--- src/rtl/sigma_tile_pkg.sv ---
// Shared sigma-tile definitions: master identifiers used by the MemSplit32 arbiter.
package sigma_tile_pkg;

  typedef logic [0:0] mid_t;

  localparam mid_t M0 = 1'b0;
  localparam mid_t M1 = 1'b1;

endpackage

--- src/rtl/arb_resp_fifo.sv ---
// In-order FIFO with a combinational head output, used to remember which master
// owns each outstanding read.
module arb_resp_fifo #(
  parameter int WIDTH = 1,
  parameter int DEPTH = 4
) (
  input  logic             clk_i,
  input  logic             rst_i,
  input  logic             push_i,
  input  logic             pop_i,
  input  logic [WIDTH-1:0] din_i,
  output logic [WIDTH-1:0] dout_o,
  output logic             full_o,
  output logic             empty_o
);

  localparam int AW = $clog2(DEPTH);
  localparam logic [AW:0] FULL_CNT = (AW+1)'(DEPTH);

  logic [WIDTH-1:0] r_mem [DEPTH];
  logic [AW-1:0]    r_wr_ptr;
  logic [AW-1:0]    r_rd_ptr;
  logic [AW:0]      r_count;
  logic             w_push;
  logic             w_pop;

  assign w_push  = push_i && !full_o;
  assign w_pop   = pop_i && !empty_o;
  assign full_o  = (r_count == FULL_CNT);
  assign empty_o = (r_count == '0);
  assign dout_o  = r_mem[r_rd_ptr];

  // Pointers wrap naturally because DEPTH is a power of two.
  always_ff @(posedge clk_i or posedge rst_i) begin
    if (rst_i) begin
      r_wr_ptr <= '0;
      r_rd_ptr <= '0;
      r_count  <= '0;
    end else begin
      if (w_push) r_wr_ptr <= r_wr_ptr + 1'b1;
      if (w_pop)  r_rd_ptr <= r_rd_ptr + 1'b1;
      case ({w_push, w_pop})
        2'b10:   r_count <= r_count + 1'b1;
        2'b01:   r_count <= r_count - 1'b1;
        default: r_count <= r_count;
      endcase
    end
  end

  always_ff @(posedge clk_i) begin
    if (w_push) r_mem[r_wr_ptr] <= din_i;
  end

endmodule

--- src/rtl/arb_2m1s.sv ---
// Two-master / one-slave MemSplit32 arbiter: round-robin grant, zero-latency paths,
// and read responses steered back through an in-order owner FIFO.
module arb_2m1s
  import sigma_tile_pkg::*;
#(
  parameter int RESP_DEPTH = 4
) (
  input  logic        clk_i,
  input  logic        rst_i,
  input  logic        m0_req_i,
  input  logic        m0_we_i,
  input  logic [31:0] m0_addr_i,
  input  logic [3:0]  m0_be_i,
  input  logic [31:0] m0_wdata_i,
  output logic        m0_ack_o,
  output logic        m0_resp_o,
  output logic [31:0] m0_rdata_o,
  input  logic        m1_req_i,
  input  logic        m1_we_i,
  input  logic [31:0] m1_addr_i,
  input  logic [3:0]  m1_be_i,
  input  logic [31:0] m1_wdata_i,
  output logic        m1_ack_o,
  output logic        m1_resp_o,
  output logic [31:0] m1_rdata_o,
  output logic        s_req_o,
  output logic        s_we_o,
  output logic [31:0] s_addr_o,
  output logic [3:0]  s_be_o,
  output logic [31:0] s_wdata_o,
  input  logic        s_ack_i,
  input  logic        s_resp_i,
  input  logic [31:0] s_rdata_i,
  output logic        err_o
);

  mid_t r_prio;
  logic r_err;
  logic w_full, w_empty;
  mid_t w_head;
  logic w_elig0, w_elig1, w_gnt_vld, w_accept, w_push, w_pop;
  mid_t w_gnt;

  // Writes never occupy the FIFO, so only reads are held off when it is full.
  assign w_elig0   = m0_req_i && (m0_we_i || !w_full);
  assign w_elig1   = m1_req_i && (m1_we_i || !w_full);
  assign w_gnt_vld = w_elig0 || w_elig1;
  assign w_gnt     = (w_elig0 && w_elig1) ? r_prio : (w_elig1 ? M1 : M0);
  assign w_accept  = w_gnt_vld && s_ack_i;
  assign w_push    = w_accept && !s_we_o;
  assign w_pop     = s_resp_i && !w_empty;

  always_comb begin
    s_req_o   = 1'b0;
    s_we_o    = 1'b0;
    s_addr_o  = '0;
    s_be_o    = '0;
    s_wdata_o = '0;
    m0_ack_o  = 1'b0;
    m1_ack_o  = 1'b0;
    if (w_gnt_vld) begin
      s_req_o = 1'b1;
      if (w_gnt == M0) begin
        s_we_o    = m0_we_i;
        s_addr_o  = m0_addr_i;
        s_be_o    = m0_be_i;
        s_wdata_o = m0_wdata_i;
        m0_ack_o  = s_ack_i;
      end else begin
        s_we_o    = m1_we_i;
        s_addr_o  = m1_addr_i;
        s_be_o    = m1_be_i;
        s_wdata_o = m1_wdata_i;
        m1_ack_o  = s_ack_i;
      end
    end
  end

  assign m0_resp_o  = !w_empty && (w_head == M0) && s_resp_i;
  assign m1_resp_o  = !w_empty && (w_head == M1) && s_resp_i;
  assign m0_rdata_o = (!w_empty && (w_head == M0)) ? s_rdata_i : '0;
  assign m1_rdata_o = (!w_empty && (w_head == M1)) ? s_rdata_i : '0;
  assign err_o      = r_err;

  always_ff @(posedge clk_i or posedge rst_i) begin
    if (rst_i) begin
      r_prio <= M0;
      r_err  <= 1'b0;
    end else begin
      if (w_accept) r_prio <= ~w_gnt;
      if (s_resp_i && w_empty) r_err <= 1'b1;
    end
  end

  arb_resp_fifo #(
    .WIDTH(1),
    .DEPTH(RESP_DEPTH)
  ) u_resp_fifo (
    .clk_i  (clk_i),
    .rst_i  (rst_i),
    .push_i (w_push),
    .pop_i  (w_pop),
    .din_i  (w_gnt),
    .dout_o (w_head),
    .full_o (w_full),
    .empty_o(w_empty)
  );

endmodule
--- config.mk ---
export PLATFORM = sky130hd
export DESIGN_NAME = arb_2m1s
export DESIGN_NICKNAME = d
export VERILOG_FILES = /design/src/rtl/sigma_tile_pkg.sv /design/src/rtl/arb_resp_fifo.sv /design/src/rtl/arb_2m1s.sv
export SDC_FILE = /design/constraint.sdc
export NUM_CORES = 1
export LEC_CHECK = 0
export BUFFER_PORTS_ARGS = -buffer_cell sky130_fd_sc_hd__clkbuf_2
export CORE_AREA = 2 2 124 126
export CTS_CLUSTER_SIZE = 16
export DETAILED_ROUTE_END_ITERATION = 12
export DIE_AREA = 0 0 126 128
export PLACE_DENSITY = 0.55
export SKIP_CTS_REPAIR_TIMING = 1
export SYNTH_ARGS = -nofsm -noshare
export SYNTH_HDL_FRONTEND = slang
export SYNTH_SLANG_ARGS = --single-unit
--- constraint.sdc ---
create_clock -name clk_i -period 4.2 [get_ports clk_i]
set_clock_uncertainty 0.2 [all_clocks]
set_input_delay 0.42 -clock clk_i [delete_from_list [all_inputs] [get_ports clk_i]]
set_output_delay 0.42 -clock clk_i [all_outputs]
set_load 0.02 [all_outputs]
==> parameters.txt, run 1 <==
Parameter                              Value

Global routing
  Maximum number of pins on one net before global-route repair ... 70
  Met2 capacity usage during global routing ... 22.23%
  GRT Total Usage ... 11.50%
  Vias in the first global route ... 2739
  Number of antenna violations at the first check in global routing ... 0
  GRT Max-Usage Layer ... met2
  Global route overflow ... 0
  Global routing met3 resource utilization ... under 10%
  Wire length of the first global-routing pass ... ~15 mm
  Met1 global-route usage ... between 10% and 20%

Min path
  Type of the tightest min-delay check ... in2reg
  Worst Min Path Start ... s_ack_i

Place
  HPWL Detailed ... 8.949 mm
  Port bufs ... 314
  Post-placement cell count ... approximately 740
  Final RePlAce weighted congestion ... 0.8041
  DP Worst Slack ... 1.257 ns

Worst setup path
  Data required time at the worst endpoint ... roughly 3.6 ns
  Largest stage delay on the critical path ... 0.53 ns
  Highest-delay cell along the critical path ... sky130_fd_sc_hd__buf_4
  Critical path type ... reg2out
  Cell-by-cell listing of the critical path ... nor4b_1 -> nor2b_1 -> nor2_4 -> buf_4 -> a22o_1 -> clkbuf_2
  Start of the worst register-to-register path ... u_resp_fifo.r_count[0]$_DFFE_PP0P_
  Worst Setup SP ... u_resp_fifo.r_count[0]$_DFFE_PP0P_
  Critical path's top delay family ... simple AND/OR/NAND/NOR gates
  Peak fanout along the critical path ... 52
  Data arrival time of the critical path ... about 2.5 ns
  Type of origin of the critical path ... flip-flop
  Critical path endpoint category ... primary output
  Worst path buffer plus inverter count ... 2

Power and ir drop
  Worst supply voltage drop on vdd ... 0.1663 mV
  Share of total power in combinational logic ... 80.7%
  Proportion of total power due to net switching ... 56.91%
  Clock power frac ... 8.2%
  Static Leak ... 2.362 nW
  Cell Pwr Density ... between 500 and 600 nW/um^2
  Switching power total ... ~1.2 mW
  Internal power consumption ... 0.9224 mW
  Register share of total power ... 11.0%
  Final total power ... 2.140 mW

Run status
  Status ... finished, final reports clean

STA
  Max_slew headroom ... 36.79%
  Post-route worst setup slack ... 1.103 ns
  Total negative slack ... 0 ns
  Unrepaired setup endpoints after global routing ... false
  Final worst path period share ... between 70% and 80%
  Final Hold Violating Endpoints ... 0
  Final Max Slew Viols ... 0
  Worst hold slack after final layout ... ~0.27 ns
  Final setup fails ... 0
  Maximum achievable frequency ... around 0.32 GHz
  Final critical delay including setup and external delays ... 3.097 ns
  Transition at the pin with the smallest max-transition slack ... 0.9482 ns

Synthesis
  Count of mapped cells out of synthesis ... 264
  Count of yosys warnings during synthesis ... 0
  Share of synthesized area occupied by flip-flops and latches ... roughly 18%
  Synthesized cell area ... 1952 sq um
  Flip-flop and latch count after synthesis ... 13
  Net count after synthesis ... 446
  Count of cell types in the netlist ... 36
  Synthesized area per cell ... about 7.4 sq um

Die
  Die height ... 128 um
  Core box area ... 14860 sq um
  Die Footprint ... 16130 sq um
  Effective utilization at floorplan ... 13.13%
  Top Ports ... 315
  Placement Rows ... 45
  X dimension of the die ... 126 um

Detailed routing
  DRC violation count after routing ... 0
  Wire length reported by the detailed router ... 10.41 mm
  Initial drt markers ... a little under 100
  Pre-Repair DR Iteration Count ... 4
  Average vias per placed instance ... 4.151
  Mean routed wirelength per cell ... 13.99 um
  Antenna-violating nets left ... 0
  Overall via count from detail_route ... 3088

Clock network
  # H-tree levels ... 1
  TritonCTS clock tree ... built
  Number of clock sinks ... 13
  Root buffer cell ... sky130_fd_sc_hd__clkbuf_16
  Longest Clk Path Bufs ... 2
  Total CTS buffers ... 3
  Clock slew seen by the registers of the worst setup and hold paths ... 0.04 ns
  Clk Latency, worst-skew pair ... roughly 0.24 ns

Finish
  # diodes ... 0
  Area Growth Syn to Fin ... 91.73%
  Post-route non-filler standard cell count ... ~740
  Share of final-layout standard cells stronger than drive strength 1 ... 58.63%
  Layout fillers ... 1658
  Net total in the final layout ... approximately 740

Flow run
  Number of maximum-capacitance constraint violations ... 0
## layout make-up
class / instances / area (sq um) / area share [%]
Clock buffer: 4 / 78.83 / 2.106
Sequential cell: 13 / 345.3 / 9.228
Timing Repair Buffer: 317 / 1597 / 42.66
Multi-Input combinational cell: 212 / 1449 / 38.72
Inverter: 10 / 37.54 / 1.003
Tap cell: 188 / 235.2 / 6.286
## logic make-up (layout without fill, tap and decap cells)
kind of cell	count (synthesis)	count (layout)	synth area share [%]
multiplexers	3	3	2.243
flip-flops	13	13	17.69
buffers and inverters	39	331	8.526
XOR/XNOR	6	6	2.692
AO/OA/AOI/OAI	78	78	34.74
AND/OR/NAND/NOR	119	119	29.87
adder cells (fa/ha/maj)	6	6	4.231
## synth_stat cells (all sizes together)
cell | instances | area share (%)
a21oi | 2 | 0.51
a22o | 68 | 31
a22oi | 1 | 0.38
a31oi | 1 | 1.1
and2 | 6 | 1.9
and3 | 33 | 11
buf | 9 | 2.8
clkbuf | 20 | 3.8
dfrtp | 9 | 12
edfxtp | 4 | 6.2
fa | 1 | 1.0
ha | 5 | 3.2
inv | 10 | 1.9
mux2 | 1 | 0.58
mux2i | 1 | 0.51
mux4 | 1 | 1.2
nand2 | 35 | 6.7
nand2b | 1 | 0.32
nand3 | 1 | 0.26
nand3b | 1 | 0.38
nor2 | 35 | 6.7
nor2b | 2 | 0.64
nor3b | 1 | 0.38
nor4b | 1 | 0.45
o211a | 1 | 0.51
o21ai | 3 | 0.96
o21bai | 1 | 0.38
o31ai | 1 | 0.38
or3 | 1 | 0.32
or3b | 1 | 0.45
or4b | 1 | 0.70
xnor2 | 4 | 1.8
xor2 | 2 | 0.90
## worst reg2reg max path: cells and delay by family (launching register included)
kind	cells	cell delay, ns
buf+inv	2	0.17
fa+ha+maj	2	0.61
xor+xnor	2	0.30
simple gates	3	1.11
flops	1	0.44
## cell usage in the layout (no fill, tap or decap), types with 2 or more instances in the layout
| cell type | netlist | layout |
|---|---|---|
| sky130_fd_sc_hd__clkbuf_16 | 0 | 3 |
| sky130_fd_sc_hd__a21oi_1 | 2 | 2 |
| sky130_fd_sc_hd__o21ai_0 | 2 | 2 |
| sky130_fd_sc_hd__inv_1 | 10 | 10 |
| sky130_fd_sc_hd__buf_4 | 1 | 2 |
| sky130_fd_sc_hd__and2_1 | 6 | 6 |
| sky130_fd_sc_hd__ha_1 | 5 | 5 |
| sky130_fd_sc_hd__a22o_1 | 68 | 68 |
| sky130_fd_sc_hd__xnor2_1 | 4 | 4 |
| sky130_fd_sc_hd__dfrtp_1 | 9 | 9 |
| sky130_fd_sc_hd__clkbuf_2 | 0 | 314 |
| sky130_fd_sc_hd__xor2_1 | 2 | 2 |
| sky130_fd_sc_hd__and3_1 | 33 | 33 |
| sky130_fd_sc_hd__nor2_1 | 35 | 34 |
| sky130_fd_sc_hd__nor2b_1 | 2 | 2 |
| sky130_fd_sc_hd__nand2_1 | 35 | 35 |
| sky130_fd_sc_hd__edfxtp_1 | 4 | 4 |
## final timing paths
| path | end | cells after the start | slack, ns |
|---|---|---|---|
| max | s_wdata_o[25] | 6 | 1.10 |
| min | r_prio$_DFFE_PP0N_ | 3 | 0.27 |
| max reg2reg | u_resp_fifo.r_count[2]$_DFFE_PP0P_ | 9 | 1.30 |
| min reg2reg | err_o$_DFFE_PP0P_ | 1 | 0.28 |
| max in group asynchronous | u_resp_fifo.r_wr_ptr[0]$_DFFE_PP0P_ | 3 | 3.03 |
| min in group asynchronous | u_resp_fifo.r_rd_ptr[0]$_DFFE_PP0P_ | 3 | 0.49 |
## metal layers
layer	vias up	part of all wire (%)
li1	1544	-
met1	1343	39
met2	198	53
met3	3	7.8
met4	0	0.24
met5	-	0
## metrics by stage
step | cell area (sq um) | utilization, %
3_5_place_dp | 3654 | 24.58
6_report | 3742 | 25.18
3_3_place_gp | 3654 | 24.58
2_1_floorplan | 1952 | -
4_1_cts | 3732 | 25.11
5_1_grt | 3742 | 25.18
## sequential cells by signal, summed over array words and instances (netlist names)
| register | count |
|---|---|
| u_resp_fifo.r_mem | 4 |
| u_resp_fifo.r_wr_ptr | 2 |
| u_resp_fifo.r_count | 3 |
| u_resp_fifo.r_rd_ptr | 2 |
| r_prio | 1 |
| err_o | 1 |
## power by group through the flow
stage / Combinational (mW) / Sequential [mW] / Clock, mW
5_1_grt: 1.88 / 0.245 / 0.192
2_1_floorplan: 1.19 / 0.226 / 0
4_1_cts: 1.75 / 0.236 / 0.183
6_report: 1.73 / 0.236 / 0.177
3_3_place_gp: 1.76 / 0.235 / 0
3_5_place_dp: 1.74 / 0.237 / 0
Power figures use the tool's default switching activity.
==> inputs of run 2 (changes only) <==
--- a/config.mk
+++ b/config.mk
@@ -5,12 +5,13 @@
 export SDC_FILE = /design/constraint.sdc
 export NUM_CORES = 1
 export LEC_CHECK = 0
+export ABC_AREA = 1
 export BUFFER_PORTS_ARGS = -buffer_cell sky130_fd_sc_hd__clkbuf_2
-export CORE_AREA = 2 2 124 126
+export CORE_AREA = 2 2 123 125
 export CTS_CLUSTER_SIZE = 16
 export DETAILED_ROUTE_END_ITERATION = 12
-export DIE_AREA = 0 0 126 128
-export PLACE_DENSITY = 0.55
+export DIE_AREA = 0 0 125 127
+export PLACE_DENSITY = 0.59
 export SKIP_CTS_REPAIR_TIMING = 1
 export SYNTH_ARGS = -nofsm -noshare
 export SYNTH_HDL_FRONTEND = slang
==> constraint.sdc (replaced) <==
create_clock -name clk_i -period 2.5 [get_ports clk_i]
set_clock_uncertainty 0.2 [all_clocks]
set_input_delay 0.25 -clock clk_i [delete_from_list [all_inputs] [get_ports clk_i]]
set_output_delay 0.25 -clock clk_i [all_outputs]
set_load 0.02 [all_outputs]
==> run 2 against run 1 <==
- total power is 94% higher
- synthesized area rose by 14%
- register-to-register slack got worse by 1.2 ns
- global-route usage increased by 1.7 points
- sequential cell count unchanged
- sequential power rose by 55%
- largest power group unchanged
==> parameters.txt, run 2 <==
Parameter                              Value

Finish
  Share of final-layout standard cells stronger than drive strength 1 ... 48.29% (-10 points)
  Number of flip-flops under the largest register name ... 4 (unchanged)
  Most common library cell in the layout ignoring fill and taps ... sky130_fd_sc_hd__clkbuf_2
  Leading cell types in the layout, fill and taps excluded ... sky130_fd_sc_hd__clkbuf_2 (305), sky130_fd_sc_hd__nor2_1 (209), sky130_fd_sc_hd__o21ai_0 (60), sky130_fd_sc_hd__inv_1 (52), sky130_fd_sc_hd__nand2_1 (15)
  Registers with the most flip-flops ... u_resp_fifo.r_mem: 4 flops, u_resp_fifo.r_count: 3 flops
  Layout fillers ... 1653 (-0.30%)
  Net total in the final layout ... 916 (+24%)
  Area Growth Syn to Fin ... 89.61%
  # diodes ... 0 (unchanged)
  Reg with most FFs ... u_resp_fifo.r_mem

Detailed routing
  Top sig layer ... met4
  DRC violation count after routing ... 0 (unchanged)
  Routed length on met1 ... 4.349 mm (+7.2%)
  Pre-Repair DR Iteration Count ... 4 (unchanged)
  Antenna-violating nets left ... 0 (unchanged)
  Met3 wire len ... 1.280 mm (+58%)
  Overall via count from detail_route ... 3646 (+18%)
  Routed length on met2 ... 6.044 mm (+9.6%)
  Wire length reported by the detailed router ... 11.87 mm (+14%)
  Mean routed wirelength per cell ... 12.94 um (-7.5%)
  Initial drt markers ... 117 (+18%)
  Average vias per placed instance ... 3.976 (-4.2%)

Run status
  Status ... finished, final reports clean

Place
  DP Worst Slack ... 0.06837 ns (-1.188 ns)
  Final RePlAce weighted congestion ... 0.8383 (+4.3%)
  HPWL Detailed ... 9.661 mm (+8.0%)
  Port bufs ... 314 (unchanged)

Min path
  Type of the tightest min-delay check ... in2reg

Clock network
  Clock slew seen by the registers of the worst setup and hold paths ... 0.05 ns (about the same)
  Total CTS buffers ... 3 (unchanged)
  TritonCTS clock tree ... built
  Clk Latency, worst-skew pair ... 0.25 ns (about the same)
  Root buffer cell ... sky130_fd_sc_hd__clkbuf_16
  Number of clock sinks ... 13 (unchanged)
  Longest Clk Path Bufs ... 2 (unchanged)
  # H-tree levels ... 1 (unchanged)

Synthesis
  Flip-flop cell with the highest count after synthesis ... sky130_fd_sc_hd__dfrtp_1
  Synthesized cell area ... 2216 sq um (+14%)
  Synthesized area per cell ... 5.251 sq um (-29%)
  Library cell occupying the most area in the post-synthesis netlist ... sky130_fd_sc_hd__nor2_1
  Count of mapped cells out of synthesis ... 422 (+60%)
  Most common library cells after synthesis ... sky130_fd_sc_hd__nor2_1 (211), sky130_fd_sc_hd__o21ai_0 (61), sky130_fd_sc_hd__inv_1 (52)
  Most frequently used cell type in the post-synthesis netlist ... sky130_fd_sc_hd__nor2_1
  Count of yosys warnings during synthesis ... 0 (unchanged)
  Flip-flop and latch count after synthesis ... 13 (unchanged)
  Share of synthesized area occupied by flip-flops and latches ... 15.58% (-2.1 points)
  Count of cell types in the netlist ... 27 (-25%)
  Top cell type's share of synthesized area ... 35.74% (+5.2 points)
  Cells taking the most area after synthesis ... sky130_fd_sc_hd__nor2_1 (36%), sky130_fd_sc_hd__o21ai_0 (14%), sky130_fd_sc_hd__dfrtp_1 (10%)
  Share of synthesized flip-flops with an asynchronous set or reset ... 69.23% (unchanged)
  Number of flops mapped to enable cells by yosys ... 4 (unchanged)
  Net count after synthesis ... 604 (+35%)

Power and ir drop
  Register share of total power ... 8.8% (-2.2 points)
  Final total power ... 4.153 mW (+94%)
  Internal power consumption ... 1.649 mW (+79%)
  Switching power total ... 2.504 mW (+110%)
  Worst supply voltage drop on vdd ... 0.3064 mV (+84%)
  Cell Pwr Density ... 988.5 nW/um^2 (+73%)
  Proportion of total power due to net switching ... 60.30% (+3.4 points)
  Clock power frac ... 7.4% (-0.8 points)
  Static Leak ... 2.602 nW (+10%)
  Share of total power in combinational logic ... 83.8% (+3.1 points)

STA
  Total negative slack ... 0 ns (unchanged)
  Final Max Slew Viols ... 0 (unchanged)
  Post-route worst setup slack ... 0.07229 ns (-1.031 ns)
  Final setup fails ... 0 (unchanged)
  Max_slew headroom ... 72.90% (+36 points)
  Maximum achievable frequency ... 0.4119 GHz
  Final worst path period share ... a little over nine tenths
  Final critical delay including setup and external delays ... 2.428 ns
  Worst hold slack after final layout ... 0.1279 ns (-0.1455 ns)
  Transition at the pin with the smallest max-transition slack ... 0.4061 ns (-0.5422 ns)
  Final Hold Violating Endpoints ... 0 (unchanged)

Worst setup path
  Critical path endpoint category ... primary output
  Peak fanout along the critical path ... 20 (-62%)
  Highest-delay cell along the critical path ... sky130_fd_sc_hd__dfrtp_1
  Data arrival time of the critical path ... 1.98 ns (-0.50 ns)
  Type of origin of the critical path ... flip-flop
  Data required time at the worst endpoint ... 2.05 ns (-1.53 ns)
  Largest stage delay on the critical path ... 0.41 ns (-0.12 ns)
  Cell-by-cell listing of the critical path ... nor2_4 -> nand3_2 -> nand3_2 -> nand2_8 -> buf_16 -> clkinv_8 -> clkbuf_16 -> nor2_1 -> nor2_1 -> clkbuf_2
  Critical path type ... reg2out

Die
  Die Footprint ... 15880 sq um (-1.6%)
  Top Ports ... 315 (unchanged)
  Core box area ... 14420 sq um (-3.0%)
  Placement Rows ... 44 (-2.2%)
  X dimension of the die ... 125 um (-0.79%)
  Effective utilization at floorplan ... 15.36% (+2.2 points)
  Die height ... 127 um (-0.78%)

Global routing
  Global route overflow ... 0 (unchanged)
  Number of antenna violations at the first check in global routing ... 0 (unchanged)
  Vias in the first global route ... 3256 (+19%)
  Wire length of the first global-routing pass ... 16.91 mm (+13%)
  Maximum number of pins on one net before global-route repair ... 72 (+2.9%)
  GRT Total Usage ... 13.17% (+1.7 points)

Flow run
  Number of maximum-capacitance constraint violations ... 0 (unchanged)
[run 2: per-stage QoR]
stage | area [sq um] | util (%) | cells
after floorplan | 2216 | - | 422
after global placement | 3951 | 27.39 | 904
after detailed placement | 3951 | 27.39 | 904
after CTS | 4031 | 27.95 | 908
after global routing | 4202 | 29.13 | 917
final | 4202 | 29.13 | 917
[run 2: power by group through the flow]
stage / sequential, mW / combinational [mW] / clock (mW)
CTS: 0.366 / 3.36 / 0.319
floorplan: 0.358 / 2.23 / 0
global route: 0.374 / 3.81 / 0.326
finish: 0.365 / 3.48 / 0.309
detailed placement: 0.368 / 3.36 / 0
global placement: 0.367 / 3.35 / 0
[run 2: cell type report]
type	instances	area (sq um)	share of cell area, %
timing repair buffer	334	1842	43.84
multi-input combinational	327	1485	35.35
tap	184	230.2	5.479
sequential	13	345.3	8.219
clock inverter	1	5.005	0.1191
inverter	55	219.0	5.211
clock buffer	3	75.07	1.787
[run 2: metal layers]
| metal | GRT usage (%) | vias up |
|---|---|---|
| li1 | - | 1899 |
| met4 | 3.399 | 0 |
| met3 | 4.606 | 14 |
| met1 | 13.93 | 1505 |
| met2 | 24.90 | 228 |
| met5 | 0 | - |
[run 2: cells by family after synthesis]
logic type               count (synthesis)  share of synthesized area, %
AO/OA/AOI/OAI                           74                         16.83
XOR/XNOR                                 3                         1.186
adder cells (fa/ha/maj)                  6                         3.727
buffers and inverters                   82                         17.96
flip-flops                              13                         15.58
AND/OR/NAND/NOR                        244                         44.72
[run 2: worst max-delay path, delay by kind of cell, from the launching register on]
family / cells / cell delay [ns]
buffers and inverters: 4 / 0.65
AND/OR/NAND/NOR: 6 / 0.66
flip-flops: 1 / 0.41
[run 2: worst paths after layout]
kind	from	to	slack, ns	depth (start not counted)
max in group asynchronous	rst_i	u_resp_fifo.r_rd_ptr[1]$_DFFE_PP0P_	1.48	3
min in group asynchronous	rst_i	u_resp_fifo.r_count[0]$_DFFE_PP0P_	0.33	3
worst max-delay path	u_resp_fifo.r_count[0]$_DFFE_PP0P_	s_wdata_o[19]	0.07	10
worst min register to register	err_o$_DFFE_PP0P_	err_o$_DFFE_PP0P_	0.29	1
worst min-delay path	s_resp_i	err_o$_DFFE_PP0P_	0.13	3
worst max register to register	u_resp_fifo.r_count[0]$_DFFE_PP0P_	u_resp_fifo.r_count[2]$_DFFE_PP0P_	0.12	13
==> inputs of run 3 (changes only) <==
--- a/config.mk
+++ b/config.mk
@@ -7,11 +7,14 @@
 export LEC_CHECK = 0
 export ABC_AREA = 1
 export BUFFER_PORTS_ARGS = -buffer_cell sky130_fd_sc_hd__clkbuf_2
-export CORE_AREA = 2 2 123 125
+export CELL_PAD_IN_SITES_DETAIL_PLACEMENT = 0
+export CELL_PAD_IN_SITES_GLOBAL_PLACEMENT = 1
+export CORE_ASPECT_RATIO = 1.2
+export CORE_MARGIN = 1.5
+export CORE_UTILIZATION = 15
 export CTS_CLUSTER_SIZE = 16
 export DETAILED_ROUTE_END_ITERATION = 12
-export DIE_AREA = 0 0 125 127
-export PLACE_DENSITY = 0.59
+export PLACE_DENSITY = 0.88
 export SKIP_CTS_REPAIR_TIMING = 1
 export SYNTH_ARGS = -nofsm -noshare
 export SYNTH_HDL_FRONTEND = slang
==> run 3 against run 2 <==
- fmax increased by 0.28%
- non-clock buffer count is 2 lower
- critical path depth unchanged
- die area is 2.3% lower
- sequential share of layout area about the same
- critical path type unchanged
==> parameters.txt, run 3 (same netlist as run 2, synthesis figures left out) <==
Parameter                              Value

Run status
  Status ... finished, final reports clean

Finish
  Net total in the final layout ... 914 (-0.22%)
  Share of final-layout standard cells stronger than drive strength 1 ... 48.43% (+0.13 points)
  Reg with most FFs ... u_resp_fifo.r_mem
  Multi-input gate area in the final layout ... 1504 sq um (+1.3%)
  Post-route non-filler standard cell count ... 907 (-1.1%)
  Fraction of the core area covered by cells at the end of the flow ... 29.07% (-0.058 points)
  Register area ... 345.3 sq um (unchanged)
  Registers with the most flip-flops ... u_resp_fifo.r_mem: 4 flops, u_resp_fifo.r_count: 3 flops
  Number of flip-flops under the largest register name ... 4 (unchanged)
  Area Growth Syn to Fin ... 89.10%
  Leading cell types in the layout, fill and taps excluded ... sky130_fd_sc_hd__clkbuf_2 (300), sky130_fd_sc_hd__nor2_1 (207), sky130_fd_sc_hd__o21ai_0 (60), sky130_fd_sc_hd__inv_1 (52), sky130_fd_sc_hd__nand2_1 (15)
  Most common library cell in the layout ignoring fill and taps ... sky130_fd_sc_hd__clkbuf_2
  Layout fillers ... 1648 (-0.30%)

Place
  Post-placement cell count ... 895 (-1.0%)
  HPWL Detailed ... 10.35 mm (+7.1%)
  Final RePlAce weighted congestion ... 0.8226 (-1.9%)
  Port bufs ... 314 (unchanged)

Global routing
  Wire length of the first global-routing pass ... 16.77 mm (-0.82%)
  GRT Total Usage ... 13.98% (+0.81 points)
  Maximum number of pins on one net before global-route repair ... 72 (unchanged)
  Number of antenna violations at the first check in global routing ... 1 (+1)
  Global route overflow ... 0 (unchanged)
  Vias in the first global route ... 3275 (+0.58%)

Detailed routing
  Average vias per placed instance ... 4.141 (+4.2%)
  Antenna-violating nets left ... 0 (unchanged)
  Overall via count from detail_route ... 3756 (+3.0%)
  Wire length reported by the detailed router ... 12.47 mm (+5.1%)
  Mean routed wirelength per cell ... 13.75 um (+6.3%)
  Initial drt markers ... 86 (-26%)
  DRC violation count after routing ... 0 (unchanged)
  Pre-Repair DR Iteration Count ... 4 (unchanged)

STA
  Max_slew headroom ... 73.07% (+0.17 points)
  Final worst path period share ... 96.84% (-0.27 points)
  Final Max Slew Viols ... 0 (unchanged)
  Unrepaired setup endpoints after global routing ... true
  Total negative slack ... 0 ns (unchanged)
  Transition at the pin with the smallest max-transition slack ... 0.4035 ns (-0.002530 ns)
  Final critical delay including setup and external delays ... 2.421 ns (-0.006717 ns)
  Final setup fails ... 0 (unchanged)
  Maximum achievable frequency ... 0.4131 GHz (+0.28%)
  Final Hold Violating Endpoints ... 0 (unchanged)

Clock network
  Root buffer cell ... sky130_fd_sc_hd__clkbuf_16
  Clock slew seen by the registers of the worst setup and hold paths ... 0.05 ns (about the same)
  Clk Latency, worst-skew pair ... 0.24 ns (about the same)
  Total CTS buffers ... 3 (unchanged)
  TritonCTS clock tree ... built
  Number of clock sinks ... 13 (unchanged)
  # H-tree levels ... 1 (unchanged)
  Longest Clk Path Bufs ... 2 (unchanged)

Die
  Die height ... 136.1 um (+7.2%)
  Top Ports ... 315 (unchanged)
  Placement Rows ... 48 (+9.1%)
  Die Footprint ... 15510 sq um (-2.3%)
  Core box area ... 14410 sq um (about the same)
  X dimension of the die ... 114.0 um (-8.8%)
  Effective utilization at floorplan ... 15.37% (about the same)

Power and ir drop
  Worst supply voltage drop on vdd ... 0.3266 mV (+6.6%)
  Cell Pwr Density ... 990.2 nW/um^2 (+0.17%)
  Static Leak ... 2.586 nW (-0.59%)

Min path
  Type of the tightest min-delay check ... in2reg

Worst setup path
  Critical path endpoint category ... primary output
  Peak fanout along the critical path ... 10 (-50%)
  Data required time at the worst endpoint ... 2.05 ns (about the same)
  Data arrival time of the critical path ... 1.97 ns (about the same)
  Type of origin of the critical path ... flip-flop
  Critical path type ... reg2out
  Flop2flop setup slack ... 0.12 ns (about the same)

Flow run
  Number of maximum-capacitance constraint violations ... 0 (unchanged)
==> run 3: cell count changes in the layout (fill, tap and decap cells not counted), sizes merged <==
cell	change
buf	+4
clkbuf	-5
clkinv	-1
diode	+1
==> run 3: through the flow <==
stage / instance area (sq um) / total power [mW] / hold WS, ns / setup WS, ns
6_report: 4190 / 4.149 / 0.1179 / 0.07900
5_1_grt: 4190 / 4.484 / 0.1725 / -0.02706
4_1_cts: 4006 / 4.035 / -0.1982 / -0.09738
3_5_place_dp: 3928 / 3.725 / 0.06058 / 0.09678
3_3_place_gp: 3928 / 3.719 / 0.04687 / 0.1262
2_1_floorplan: 2216 / 2.586 / -0.1221 / 0.1186
==> run 3: report_power, final <==
group,switching (mW),internal [mW]
logic,2.36,1.11
registers,0.0745,0.298
clock network,0.0905,0.215
==> run 3: cell type report <==
type                            instances  area share, %
Antenna cell                            1        0.05972
Clock buffer                            4          1.881
Inverter                               55          5.554
Multi-Input combinational cell        327          35.89
Sequential cell                        13          8.241
Tap cell                              175          5.225
Timing Repair Buffer                  332          43.15
==> run 3: final timing paths <==
kind / cells past startpoint / endpoint / startpoint
max in group asynchronous: 3 / u_resp_fifo.r_wr_ptr[1]$_DFFE_PP0P_ / rst_i
min reg2reg: 1 / err_o$_DFFE_PP0P_ / err_o$_DFFE_PP0P_
max reg2reg: 11 / u_resp_fifo.r_count[1]$_DFFE_PP0P_ / u_resp_fifo.r_count[1]$_DFFE_PP0P_
min in group asynchronous: 3 / err_o$_DFFE_PP0P_ / rst_i
min: 3 / err_o$_DFFE_PP0P_ / s_resp_i
max: 10 / s_addr_o[30] / u_resp_fifo.r_count[1]$_DFFE_PP0P_
==> run 3: worst max-delay path, cell delays in order, from the launching register on <==
cell and delay [ns]:
sky130_fd_sc_hd__dfrtp_1 0.41, sky130_fd_sc_hd__nor2_4 0.18, sky130_fd_sc_hd__nand3_2 0.08, sky130_fd_sc_hd__nand2_2 0.11
sky130_fd_sc_hd__inv_2 0.08, sky130_fd_sc_hd__nand2_8 0.10, sky130_fd_sc_hd__buf_16 0.15, sky130_fd_sc_hd__buf_12 0.11
sky130_fd_sc_hd__o21ai_0 0.06, sky130_fd_sc_hd__nor2_1 0.17, sky130_fd_sc_hd__buf_2 0.25
==> run 3: routing by layer <==
layer	global-route usage [%]	routed length (um)
met1	15.72	4768
met2	27.41	6460
met3	2.720	1117
met4	2.083	127
met5	0	0
